## src/rtl/dot_result_streamer_if.sv

```systemverilog
// dot_result_streamer_if: single-word valid/ready result stream.
// master drives data and flags; slave returns ready.
interface dot_result_streamer_if #(
  parameter int Data_Width_Out = 16
);
  logic                      out_valid;
  logic                      out_ready;
  logic                      out_last;
  logic [Data_Width_Out-1:0] out_data;

  modport master (
    output out_valid,
    output out_last,
    output out_data,
    input  out_ready
  );

  modport slave (
    input  out_valid,
    input  out_last,
    input  out_data,
    output out_ready
  );
endinterface

```

## src/rtl/dot_result_streamer.sv

```systemverilog
// dot_result_streamer: drains the output SRAM row by row onto a word stream.
// Define STREAM_CHECKSUM_EN to add a modular sum of all sent words.
module dot_result_streamer #(
  parameter int Addr_Width     = 4,
  parameter int Nums_Rows      = 8,
  parameter int Para_Deg       = 2,
  parameter int Data_Width_Out = 16
) (
  input  logic                               clk,
  input  logic                               reset_n,
  input  logic                               start,
  output logic                               busy,
  output logic                               done,
  output logic                               mem_en_read,
  output logic [Addr_Width-1:0]              mem_read_addr,
  input  logic [Para_Deg*Data_Width_Out-1:0] mem_read_data,
  dot_result_streamer_if.master              strm
`ifdef STREAM_CHECKSUM_EN
  ,
  output logic [Data_Width_Out-1:0]          checksum
`endif
);

  localparam int Lane_W = (Para_Deg > 1) ? $clog2(Para_Deg) : 1;
  localparam int Row_Bits = Para_Deg * Data_Width_Out;
  localparam logic [Addr_Width-1:0] Last_Row =
    Addr_Width'(Nums_Rows - 1);
  localparam logic [Lane_W-1:0] Last_Lane =
    Lane_W'(Para_Deg - 1);

  typedef enum logic [2:0] {
    IDLE,
    READ,
    WAIT,
    SEND,
    DONE
  } state_t;

  state_t                    state_q;
  state_t                    state_d;
  logic [Addr_Width-1:0]     row_q;
  logic [Addr_Width-1:0]     row_d;
  logic [Lane_W-1:0]         lane_q;
  logic [Lane_W-1:0]         lane_d;
  logic [Row_Bits-1:0]       row_buf;
  logic [Row_Bits-1:0]       buf_d;
  logic [Data_Width_Out-1:0] word_d;
  logic                      hs;

  // SEND always has out_valid high, so ready alone completes a beat
  assign hs = (state_q == SEND) && strm.out_ready;

  always_ff @(posedge clk or negedge reset_n) begin
    if (!reset_n) begin
      state_q <= IDLE;
      row_q   <= '0;
      lane_q  <= '0;
    end else begin
      state_q <= state_d;
      row_q   <= row_d;
      lane_q  <= lane_d;
    end
  end

  always_comb begin
    state_d = state_q;
    row_d   = row_q;
    lane_d  = lane_q;
    unique case (state_q)
      IDLE: begin
        if (start) begin
          state_d = READ;
          row_d   = '0;
        end
      end
      READ: state_d = WAIT;
      WAIT: begin
        state_d = SEND;
        lane_d  = '0;
      end
      SEND: begin
        if (hs) begin
          if (lane_q != Last_Lane) begin
            lane_d = lane_q + Lane_W'(1);
          end else if (row_q != Last_Row) begin
            row_d   = row_q + Addr_Width'(1);
            state_d = READ;
          end else begin
            state_d = DONE;
          end
        end
      end
      DONE:    state_d = IDLE;
      default: state_d = IDLE;
    endcase
  end

  // the row arriving from the SRAM bypasses the buffer for lane 0
  always_comb begin
    buf_d  = (state_q == WAIT) ? mem_read_data : row_buf;
    word_d = '0;
    for (int i = 0; i < Para_Deg; i++) begin
      if (lane_d == Lane_W'(i)) begin
        word_d = buf_d[i*Data_Width_Out +: Data_Width_Out];
      end
    end
  end

  always_ff @(posedge clk or negedge reset_n) begin
    if (!reset_n) begin
      row_buf       <= '0;
      busy          <= 1'b0;
      done          <= 1'b0;
      mem_en_read   <= 1'b0;
      mem_read_addr <= '0;
      strm.out_valid <= 1'b0;
      strm.out_data  <= '0;
      strm.out_last  <= 1'b0;
    end else begin
      if (state_q == WAIT) begin
        row_buf <= mem_read_data;
      end
      busy        <= (state_d != IDLE);
      done        <= (state_d == DONE);
      mem_en_read <= (state_d == READ);
      if (state_d == READ) begin
        mem_read_addr <= row_d;
      end else if (state_d == IDLE) begin
        mem_read_addr <= '0;
      end
      strm.out_valid <= (state_d == SEND);
      strm.out_data  <= (state_d == SEND) ? word_d : '0;
      strm.out_last  <= (state_d == SEND) &&
                        (row_d == Last_Row) &&
                        (lane_d == Last_Lane);
    end
  end

`ifdef STREAM_CHECKSUM_EN
  always_ff @(posedge clk or negedge reset_n) begin
    if (!reset_n) begin
      checksum <= '0;
    end else if ((state_q == IDLE) && start) begin
      checksum <= '0;
    end else if (hs) begin
      checksum <= checksum + strm.out_data;
    end
  end
`endif

endmodule

```

## src/flat_wrapper.sv

```systemverilog
// flat-port wrapper written by rule: the top's interface ports become plain ports
module dot_result_streamer_flat 
#(
  parameter int Addr_Width     = 4,
  parameter int Nums_Rows      = 8,
  parameter int Para_Deg       = 2,
  parameter int Data_Width_Out = 16
)
  (clk, reset_n, start, busy, done, mem_en_read, mem_read_addr, mem_read_data, strm_out_valid, strm_out_last, strm_out_data, strm_out_ready);
  dot_result_streamer_if #(.Data_Width_Out(Data_Width_Out)) strm_i ();
  input  logic clk;
  input  logic reset_n;
  input  logic start;
  output logic busy;
  output logic done;
  output logic mem_en_read;
  output logic [Addr_Width-1:0] mem_read_addr;
  input  logic [Para_Deg*Data_Width_Out-1:0] mem_read_data;
  output wire logic [$bits(strm_i.out_valid)-1:0] strm_out_valid;
  output wire logic [$bits(strm_i.out_last)-1:0] strm_out_last;
  output wire logic [$bits(strm_i.out_data)-1:0] strm_out_data;
  input wire logic [$bits(strm_i.out_ready)-1:0] strm_out_ready;
  assign strm_out_valid = strm_i.out_valid;
  assign strm_out_last = strm_i.out_last;
  assign strm_out_data = strm_i.out_data;
  assign strm_i.out_ready = strm_out_ready;
  dot_result_streamer #(.Addr_Width(Addr_Width), .Nums_Rows(Nums_Rows), .Para_Deg(Para_Deg), .Data_Width_Out(Data_Width_Out)) u_core (.clk(clk), .reset_n(reset_n), .start(start), .busy(busy), .done(done), .mem_en_read(mem_en_read), .mem_read_addr(mem_read_addr), .mem_read_data(mem_read_data), .strm(strm_i));
endmodule
```

## config.mk

```make
export PLATFORM = sky130hd
export DESIGN_NAME = dot_result_streamer_flat
export DESIGN_NICKNAME = d
export VERILOG_FILES = /design/src/rtl/dot_result_streamer_if.sv /design/src/rtl/dot_result_streamer.sv /design/src/flat_wrapper.sv
export SDC_FILE = /design/constraint.sdc
export NUM_CORES = 1
export LEC_CHECK = 0
export BUFFER_PORTS_ARGS = -buffer_cell sky130_fd_sc_hd__clkbuf_2
export CORE_MARGIN = 5
export CORE_UTILIZATION = 60
export CTS_BUF_LIST = sky130_fd_sc_hd__clkbuf_8
export DETAILED_ROUTE_END_ITERATION = 7
export PLACE_DENSITY = 0.88
export SYNTH_ARGS = -nofsm -noshare
export SYNTH_HDL_FRONTEND = slang
export SYNTH_SLANG_ARGS = --single-unit
```

## constraint.sdc

```tcl
create_clock -name clk -period 5.75 [get_ports clk]
set_clock_uncertainty 0.15 [all_clocks]
set_input_delay 1.15 -clock clk [delete_from_list [all_inputs] [get_ports clk]]
set_output_delay 1.15 -clock clk [all_outputs]
set_load 0.05 [all_outputs]
```

**After elaboration in Yosys (flattened, before gate mapping)**

Cells that the tools add are included.

- Add/subtract/negate cells: 2
- Multiply operators: 0
- Divide/modulo/power cells: 0
- Magnitude comparators: 0
- Equality and inequality tests: 8
- Shift-type cells: 0
- Mux-type cells: 18
- Bitwise logic cells: 0
- Reductions and logical operators: 7

Operator list:

| operator | number |
|---|---|
| $mux 16 | 2 |
| $mux 32 | 1 |
| $mux 4 | 6 |
| $mux 3 | 4 |
| $pmux 3 s4 | 1 |
| $eq 3x2->1 const B | 3 |
| $pmux 4 s2 | 1 |
| $eq 3x1->1 const B | 2 |
| $logic_not 3->1 | 2 |
| $add 4x1->4 const B | 1 |
| $eq 4x3->1 const B | 1 |
| $ne 4x3->1 const B | 1 |
| $eq 3x3->1 const B | 1 |
| $logic_and 1x1->1 | 3 |
| $reduce_bool 3->1 | 1 |
| $mux 1 | 2 |
| $pmux 1 s2 | 1 |
| $reduce_bool 2->1 | 1 |
| $add 1x1->1 const B | 1 |

- Register bits: 65
- Bits in latches: 0
- Bits in writable memories: 0
- Memory bits (read-only): 0
- Logic and storage cells: 46
- Memories kept: 0

**Logic depth before layout (Yosys ltp)**

- Depth after elaboration: 8
- Gate-level depth with buffers: 10
- Mapped depth without buffers: 6

**Least setup slack after synthesis**

OpenSTA, ideal clock, no wires.

- Kind: in2reg
- Start point: input port strm_out_ready
- End point: register u_core.mem_read_addr[3]
- Library setup time: 67 ps
- Data arrival time: 2202 ps
- Slack: 3331 ps
- Stages on the path: 5
- Cell sequence: and4_4 nand4_1 or4b_1 o21ai_2 a22o_1

- Elaborated cells on any way between the ends: 9
- Those cells by class: 1 x eq/ne; 5 x mux; 3 x reduce/logical

RTL lines:

| what | RTL line | source |
|---|---|---|
| from (decl) | flat_wrapper.sv:22 | `input wire logic [$bits(strm_i.out_ready)-1:0] strm_out_ready;` |
| $logic_and 1x1->1 | dot_result_streamer.sv:51 | `assign hs = (state_q == SEND) && strm.out_ready;` |
| $mux 4 | dot_result_streamer.sv:82 | `if (hs) begin` |
| $pmux 4 s2 | dot_result_streamer.sv:69 | `unique case (state_q)` |
| named net u_core.row_d[3] | dot_result_streamer.sv:42 | `logic [Addr_Width-1:0] row_d;` |
| $mux 4 | dot_result_streamer.sv:126 | `if (state_d == READ) begin` |
| to (signal assigned) | dot_result_streamer.sv:127 | `mem_read_addr <= row_d;` |
| to (decl) | dot_result_streamer.sv:15 | `output logic [Addr_Width-1:0] mem_read_addr,` |

The timed path passes the listed nets, and every way through them passes these cells.
A chain may end at the register's enable or synchronous reset.

**Worst setup path in the final report**

- Start point: register u_core.state_q[2]
- End point: register u_core.strm.out_data[8]

- Cells in the longest elaborated chain, start to end: 6
- Elaborated cells on any way between the ends: 15
- Those cells by class: 4 x eq/ne; 9 x mux; 2 x reduce/logical

Ends and longest elaborated chain:

| what | RTL line | source |
|---|---|---|
| from (decl) | dot_result_streamer.sv:39 | `state_t state_q;` |
| from (signal assigned) | dot_result_streamer.sv:59 | `state_q <= state_d;` |
| $eq 3x2->1 | dot_result_streamer.sv:51, dot_result_streamer.sv:69 |  |
| $logic_and 1x1->1 | dot_result_streamer.sv:51 |  |
| $mux 3 or $mux 1 (tied branches) | dot_result_streamer.sv:82 |  |
| $pmux 3 s4 or $pmux 1 s2 (tied branches) | dot_result_streamer.sv:69 |  |
| $eq 3x2->1 or $mux 16 (tied branches) | dot_result_streamer.sv:132, dot_result_streamer.sv:103 |  |
| $mux 16 * | dot_result_streamer.sv:132 | `strm.out_data <= (state_d == SEND) ? word_d : '0;` |
| to (signal assigned) | dot_result_streamer.sv:132 |  |
| to (decl) | dot_result_streamer_if.sv:14 | `output out_data,` |

Every way passes the cells marked *; elsewhere a longest branch is shown, timed or not.

==> results.txt <==
----------------------------------------------------
[Floorplanning]
  Number of top-level pins ... just over 60
  Site Rows ... 24
  Core outline area ... ~4300 sq um
  Y dimension of the die ... 76.4 um
  Die width ... between 70 and 80 um
  Initial Utilization ... 61.3%
  Die footprint ... approximately 5800 sq um

[Clock network]
  Clock tree from TritonCTS ... yes
  Number of buffers added to fix hold violations after cts ... 0
  Total clock sinks ... 65
  Master cell of the clock root buffer ... clkbuf_8
  Quantity of gates resized following cts ... 0
  Clock transition at path regs ... 0.07 ns
  Total CTS buffers ... 9
  CTS Buffer Depth ... 2
  Count of H-tree levels built during CTS ... 3
  Post-CTS setup repair buffer count ... 0
  Later-pin clock latency in the skew report ... approximately 0.34 ns

[Global route]
  Number of global-route vias before repair ... 1946
  First-pass GRT wire length ... around 9.1 mm
  Antenna violations before repair ... 0
  Maximum number of pins on one net before global-route repair ... 66
  GRT Overall Usage ... between 10% and 20%
  Sum of overflow across all layers after global routing ... 0

[Hold path]
  Type of the worst min-delay path ... reg2reg

[Setup path]
  Maximum fanout along the worst path ... 33
  Arrival time of the worst setup path ... about 3.0 ns
  R2R Path End ... u_core.strm.out_data[8]$_DFF_PN0_
  Reg2Reg Launch Point ... u_core.state_q[2]$_DFF_PN0_
  Start point of the critical path ... u_core.state_q[2]$_DFF_PN0_
  Capture point of the worst path ... u_core.strm.out_data[8]$_DFF_PN0_
  Element type at the critical path start ... flop
  Critical setup path kind ... reg2reg
  Number of cells on the worst reg-to-reg path ... 6
  Worst Path Required ... between 5 and 6 ns
  CP endpoint kind ... flop
  Flop2flop setup slack ... roughly 2.8 ns

[Yosys]
  Netlist Area Pre-Place ... ~2600 sq um
  Number of cells produced by synthesis ... 210
  Synthesized area divided by synthesized cell count ... 12.6 sq um
  Net count after synthesis ... between 200 and 250
  Xor and xnor area share after synthesis ... 0%
  Portion of the post-synthesis area used by sequential elements ... between 60% and 70%
  Compound-Gate Fraction of Synth Area ... 4.87%
  Warnings from Yosys ... 0
  Async set or reset register ratio after synthesis ... 100%
  Area fraction in and, or, nand and nor cells after synthesis ... ~15%
  Multiplexer share of the synthesized area ... 14.0%
  Synthesis-stage register bit count ... 65
  Post-synth cell types ... 33
  Combinational family with the most area after synthesis ... simple AND/OR/NAND/NOR gates
  Dominant register cell in the synthesized netlist ... dfrtp_1
  Post-synthesis share of cell area spent on full adders, half adders and majority gates ... less than 1%
  Number of flops mapped to enable cells by yosys ... 0

[Detailed routing]
  Drt wl/cell ... between 15 and 20 um
  Routed vias ... 1821
  Detailed Route WL ... approximately 5.3 mm
  DRT Pass-1 Iters ... 4
  Final routed DRC violation total ... 0
  Number of DRC markers in iteration 0 ... 96
  Routed vias/inst ... approximately 5.6
  Antenna-violating nets left ... 0

[Timing]
  Worst hold slack across all endpoints ... 0.348 ns
  Number of pins exceeding their max-slew limit in the final report ... 0
  Total negative slack ... 0 ns
  Worst-Margin Slew ... approximately 0.87 ns
  Time the worst path needs with I/O delays and setup ... around 2.9 ns
  Setup repair after global routing missed its margin ... false
  Fmax ... between 0.3 and 0.4 GHz
  Final cycle utilization of the critical path ... between 50% and 60%
  Max transition margin ... between 40% and 50%
  Number of hold-slack violations in the final timing report ... 0
  Setup violations, final ... 0

[Layout]
  Layout cell share with drive strength beyond 1 ... 40.6%
  Number of fillers in the final layout ... around 320
  Final instance area ... a little over 3000 sq um
  Area growth, synth to finish ... 16.8%
  Layout net count ... 308
  ANT cells ... 0

[Place]
  Port bufs ... 60
  Post-place instance area ... 2940 sq um
  Final GP Congestion ... 0.799
  Detailed placer's ending HPWL ... roughly 3.6 mm

[Power]
  Power density of the placed cells ... about 670 nW/um^2
  Pleak ... around 1.5 nW
  Peak supply drop ... around 0.37 mV

[Run]
  Number of max-cap violations ... 0

[Status]
  Outcome ... finished clean

----------------------------------------------------
placed cells by master (no fill, tap or decap), types with 2 or more instances in the layout:
cell type	n
a21oi_1	5
a22o_1	4
a31oi_1	2
clkbuf_2	59
clkbuf_8	9
clkinv_2	2
dfrtp_1	65
inv_1	7
mux2_2	32
nand2_1	3
nand2b_1	3
nand3_1	3
nand4_1	2
nor2_1	38
nor2b_4	2
nor3_1	20
o2bb2ai_1	2
metal layers:
layer | global-route usage, % | vias up | wire [um]
li1 | - | 855 | -
met1 | 24.5 | 885 | 2210
met2 | 30.9 | 64 | 2590
met3 | 5.44 | 17 | 325
met4 | 12.1 | 0 | 157
met5 | 0 | - | 0
where the power goes:
part | internal, mW | total [mW] | switching [mW]
Combinational | 0.344 | 0.970 | 0.626
Clock | 0.148 | 0.311 | 0.162
Sequential | 0.673 | 0.778 | 0.106
Total | 1.17 | 2.06 | 0.894
flip-flops by register name, summed over array words and instances, names as in the netlist:
signal / count
u_core.busy: 1
u_core.done: 1
u_core.lane_q: 1
u_core.mem_en_read: 1
u_core.mem_read_addr: 4
u_core.row_buf: 32
u_core.row_q: 4
u_core.state_q: 3
u_core.strm.out_data: 16
u_core.strm.out_last: 1
u_core.strm.out_valid: 1
logic make-up after synthesis:
| logic type | Yosys count |
|---|---|
| simple gates | 78 |
| flops | 65 |
| mux | 33 |
| compound gates | 18 |
| buf+inv | 15 |
| fa+ha+maj | 1 |
stage by stage:
step           utilization (%)  setup WS, ns  total power [mW]  std cells
6_report                  71.5          2.83              2.06        328
5_1_grt                   71.5          2.59              2.19        328
4_1_cts                   71.5          2.78              2.07        328
3_5_place_dp              67.9          2.78              1.76        312
3_3_place_gp              67.9          2.92              1.71        312
2_1_floorplan                -          3.33              1.57        210
cells in the mapped netlist (2+ instances only):
cell	n	area, sq um
nand2b_1	3	18.8
a22o_1	4	35.0
nand4_1	2	12.5
nor3_1	20	100
a21oi_1	5	25.0
clkbuf_1	2	7.51
a31oi_1	2	12.5
dfrtp_1	65	1630
mux2_2	32	360
nand3_1	3	15.0
nor2_1	38	143
buf_6	4	45.0
buf_4	3	22.5
nand2_1	3	11.3
o2bb2ai_1	2	17.5
buf_2	2	10.0
inv_1	3	11.3
nor2b_4	2	27.5
area by class of cell:
cell class / instances / area, sq um / share of cell area, %
multi-input cells: 130 / 910 / 29.4
clock inverters: 7 / 32.5 / 1.05
clock buffers: 9 / 124 / 4.00
inverters: 4 / 27.5 / 0.890
flip-flops and latches: 65 / 1630 / 52.6
well taps: 52 / 65.1 / 2.10
repair buffers: 61 / 308 / 9.95
worst max-delay path, stage by stage, from the launching register on:
cell and delay [ns]:
dfrtp_1 0.55, nor2b_4 0.19, nor2b_4 0.73, or2_1 0.70, clkinv_8 0.22, nor2_1 0.18
nor3_1 0.07
worst min path at each step:
stage                                              from                                   to  slack, ns  cells after the start
finish                      u_core.row_buf[1]$_DFF_PN0_          u_core.row_buf[1]$_DFF_PN0_       0.35                      1
floorplan                   u_core.row_buf[0]$_DFF_PN0_          u_core.row_buf[0]$_DFF_PN0_       0.32                      1
global route                u_core.row_buf[3]$_DFF_PN0_          u_core.row_buf[3]$_DFF_PN0_       0.36                      1
global placement            u_core.row_buf[0]$_DFF_PN0_          u_core.row_buf[0]$_DFF_PN0_       0.33                      1
detailed placement  u_core.mem_read_addr[3]$_DFFE_PN0P_  u_core.mem_read_addr[3]$_DFFE_PN0P_       0.34                      1
CTS                         u_core.row_buf[1]$_DFF_PN0_          u_core.row_buf[1]$_DFF_PN0_       0.35                      1
Power figures use the tool's default switching activity.
